**src/rtl/shift_sequencer.sv**
```systemverilog
// Multi-cycle controller for the CPU shift datapath: selects the shift source,
// captures it, shifts one bit per cycle by a latched amount, and returns the result.
module shift_sequencer (
    input  logic        clk,
    input  logic        reset,
    input  logic        start,
    input  logic [2:0]  funct,
    input  logic [4:0]  shamt,
    input  logic [31:0] A,
    input  logic [31:0] mux_in,
    output logic [1:0]  SLLSrcA,
    output logic [31:0] result,
    output logic        busy,
    output logic        done,
    output logic        err
);

    typedef enum logic [1:0] {
        IDLE  = 2'd0,
        LOAD  = 2'd1,
        SHIFT = 2'd2,
        DONE  = 2'd3
    } state_t;

    state_t      state;
    logic [31:0] sr;
    logic [31:0] sr_next;
    logic [4:0]  cnt;
    logic [4:0]  amt;
    logic        dir_left;
    logic        arith;

    // Only A[4:0] carries a shift amount; the upper bits are intentionally ignored.
    logic unused_a_hi;
    assign unused_a_hi = ^A[31:5];

    always_comb begin
        sr_next = sr;
        if (dir_left)
            sr_next = {sr[30:0], 1'b0};
        else
            sr_next = {arith & sr[31], sr[31:1]};
    end

    always_ff @(posedge clk) begin
        if (reset) begin
            state    <= IDLE;
            sr       <= '0;
            cnt      <= '0;
            amt      <= '0;
            dir_left <= 1'b0;
            arith    <= 1'b0;
            result   <= '0;
            SLLSrcA  <= 2'b11;
            busy     <= 1'b0;
            done     <= 1'b0;
            err      <= 1'b0;
        end else begin
            done <= 1'b0;
            err  <= 1'b0;
            case (state)
                IDLE: begin
                    if (start) begin
                        if (funct == 3'b111) begin
                            err <= 1'b1;
                        end else begin
                            state    <= LOAD;
                            busy     <= 1'b1;
                            dir_left <= (funct == 3'b000) || (funct == 3'b011) || (funct == 3'b110);
                            arith    <= (funct == 3'b010) || (funct == 3'b101);
                            SLLSrcA  <= (funct == 3'b110) ? 2'b01 : 2'b10;
                            if (funct == 3'b110)
                                amt <= 5'd16;
                            else if (funct >= 3'b011)
                                amt <= A[4:0];
                            else
                                amt <= shamt;
                        end
                    end
                end
                LOAD: begin
                    sr  <= mux_in;
                    cnt <= amt;
                    if (amt == 5'd0) begin
                        // Zero-amount ops complete without entering SHIFT.
                        state  <= DONE;
                        result <= mux_in;
                        done   <= 1'b1;
                    end else begin
                        state <= SHIFT;
                    end
                end
                SHIFT: begin
                    sr  <= sr_next;
                    cnt <= cnt - 5'd1;
                    if (cnt == 5'd1) begin
                        state  <= DONE;
                        result <= sr_next;
                        done   <= 1'b1;
                    end
                end
                DONE: begin
                    state   <= IDLE;
                    busy    <= 1'b0;
                    SLLSrcA <= 2'b11;
                end
                default: state <= IDLE;
            endcase
        end
    end

endmodule

```
**config.mk**
```make
export PLATFORM = sky130hd
export DESIGN_NAME = shift_sequencer
export DESIGN_NICKNAME = d
export VERILOG_FILES = /design/src/rtl/shift_sequencer.sv
export SDC_FILE = /design/constraint.sdc
export NUM_CORES = 1
export LEC_CHECK = 0
export CORE_ASPECT_RATIO = 0.6
export CORE_MARGIN = 2
export CORE_UTILIZATION = 38
export CTS_CLUSTER_DIAMETER = 200
export DETAILED_ROUTE_END_ITERATION = 8
export HOLD_SLACK_MARGIN = 0.12
export PLACE_DENSITY_LB_ADDON = 0.3
export SLEW_MARGIN = 10
export SYNTH_ARGS = -nofsm -noshare
export SYNTH_HDL_FRONTEND = slang
export SYNTH_SLANG_ARGS = --single-unit
```
**constraint.sdc**
```tcl
create_clock -name clk -period 2.43 [get_ports clk]
set_input_delay 0.243 -clock clk [delete_from_list [all_inputs] [get_ports clk]]
set_output_delay 0.243 -clock clk [all_outputs]
set_load 0.02 [all_outputs]
```
==> results.ini <==
[clock_tree]
cts_max_level=3
max-clock-path-buffers=2
cts_tree=built
insertion_delay_ns=0.34
cts-root-buf=clkbuf_16
ctsResizeCount=0
clk_pin_slew_ns=0.06
holdBufCountCts=0
clock-sinks=83
numCtsBuffers=9
cts_setup_buffers=0

[synthesis]
syn_area_um2=4085
synth_seq_cells=83
synth_top_area_cell=dfxtp_1
synthesis.nets=565
ys_top_cells_by_area=dfxtp_1 41%, mux2i_1 17%, a21oi_1 8.6%, nor2_1 7.4%, nand3_1 3.9%
synth-edff-count=0
yosys.area.top_type_share_pct=40.67
yosysWarningCount=0
ys.flop_type=dfxtp_1
synth_async_sr_flop_share_pct=0
netlist_instances=483
synth_cell_types=42
ys_seq_area_share_pct=40.67
syn_area_per_cell_um2=8.458

[place]
io_buffers=84
dp_cells=675
dp_hpwl_um=7476
gp_congestion=0.7986

[global_route]
antenna_found_initial=0
grt-ovfl-total=0
grt_pass1_wl_um=17530
grt_pass1_vias=3555
grt_max_degree=47
grt.total_usage_pct=19.18

[worst_setup_path]
critical_path.cell_chain=inv_1, ha_2, inv_1, nor2_2, buf_4, o21ai_0, a21oi_1
crit_type=reg2reg
max_stage_delay_ns=0.59
worstPathRequired_ns=2.70
timing.rr.start=state[0]
crit_top_cell=inv_1
cp_slowest_cell=nor2_2
crit_start=state[0]
reg2reg_slack_ns=0.25
worstSetupEndpointType=register
arrival_ns=2.45
start_kind=register
cp_max_fo=17

[routing]
postRouteAntennaNets=0
wirelength_um=10760
via_per_inst=5.304
num_vias=3660
wire_per_inst_um=15.60
drt-initial-drc-count=312
route.detailed.drc=0
first_pass_iters=5

[timing]
period_needed_ns=2.181
clock.fmax_mhz=458.4
finClkSkew_ns=0.005036
tns_ns=0
slew_viol_final=0
min_period_over_period_pct=89.77
setup_violations=0
hold_viol_final=0
rsz0062_at_grt=no
hold_slack_ns=0.4443
relSlewSlack_pct=53.12
worst_slew_pin_slew_ns=0.7032

[layout]
syn2layout_area_growth_pct=29.46
diodes=0
drive_gt1_share_pct=6.897
regArea_um2=1663
final_common_cell=clkdlybuf4s50_1
fin_cells=690
multi_input_area_um2=2168
layout_common_cells=83 x clkdlybuf4s50_1, 82 x dfxtp_1, 79 x nor2_1
fin_nets=629
fill_cells=999

[die]
coreArea_um2=10520
die_h_um=84.32
die_x_um=137.9
ios=112
initial_core_util_pct=38.82
rows=29
dieArea_um2=11620

[hold_path]
min-delay-start=reset
hold_path_class=in2reg

[power]
p_leak_nw=1.937
peakVddDrop_mv=0.5418
power_density_nw_per_um2=1350

[run_status]
status=complete, no violations

[flow_run]
max_cap_violations=0

-- state kept, by name, indices dropped and copies added (netlist names) --
name and flops:
sr 32, dir_left 1, done 1, busy 1, result 32, amt 5
err 1, state 2, arith 1, cnt 5, SLLSrcA 2
-- synth_stat cells (2+ instances only) --
cell,instances
a2bb2oi_1,4
o21ai_0,7
buf_2,9
dfxtp_1,83
nor3_1,3
a22o_1,2
nor2_1,80
inv_1,8
buf_6,6
ha_1,7
a21oi_1,70
nand3b_1,2
nand2b_1,4
mux2i_1,69
clkbuf_1,24
a22oi_1,4
clkbuf_4,3
nor2b_1,2
o21bai_1,2
nor3b_1,3
buf_1,2
nand3_1,32
o21ai_1,30
nand2_1,9
-- area by class of cell --
class | count | share of cell area, %
clock buffers | 13 | 4.921
flip-flops and latches | 83 | 31.44
well taps | 139 | 3.288
clock inverters | 2 | 0.6624
repair buffers | 97 | 18.12
multi-input cells | 348 | 41.00
inverters | 8 | 0.5678
-- worst max-delay path, delay by kind of cell (launching register included) --
| family | cells | cell delay, ns |
|---|---|---|
| and+or+nand+nor | 1 | 0.59 |
| DFF | 1 | 0.33 |
| AOI/OAI and AO/OA | 2 | 0.30 |
| adders and majority gates | 1 | 0.20 |
| buffers and inverters | 3 | 0.70 |
-- path summary, 6_finish.rpt --
kind                 to  cells after the start
max reg2reg  result[25]                      7
min reg2reg   result[3]                      2
max          result[25]                      7
min              sr[27]                      2
-- power breakdown --
group,switching (mW),internal (mW)
registers,0.399,1.87
logic,1.98,1.54
clock network,0.516,0.845
-- cells by family after synthesis --
logic type / Yosys count / synth area share (%)
buffers and inverters: 52 / 6.432
AO/OA/AOI/OAI: 131 / 18.22
adder cells (fa/ha/maj): 7 / 2.144
multiplexers: 69 / 16.91
flip-flops: 83 / 40.67
AND/OR/NAND/NOR: 141 / 15.62
-- layer usage --
| metal | vias to the layer above | track usage [%] | part of all wire, % | wire, um |
|---|---|---|---|---|
| li1 | 1820 | - | - | - |
| met2 | 95 | 28.67 | 44 | 4722 |
| met1 | 1741 | 26.95 | 50 | 5428 |
| met3 | 4 | 5.374 | 5.4 | 576 |
| met4 | 0 | 5.566 | 0.32 | 34 |
| met5 | - | 0 | 0 | 0 |
-- stage by stage --
| step | worst slack (ns) | total power, mW | utilization (%) | instance area, um2 |
|---|---|---|---|---|
| 6_report | 0.2485 | 7.142 | 50.26 | 5289 |
| 5_1_grt | 0.04820 | 7.633 | 50.26 | 5289 |
| 4_1_cts | 0.2606 | 7.178 | 50.26 | 5289 |
| 3_5_place_dp | 0.2590 | 5.775 | 47.46 | 4994 |
| 3_3_place_gp | 0.3750 | 5.664 | 47.46 | 4994 |
| 2_1_floorplan | 0.6879 | 4.739 | - | 4085 |
Note: power is estimated with default switching activity, not from simulation.
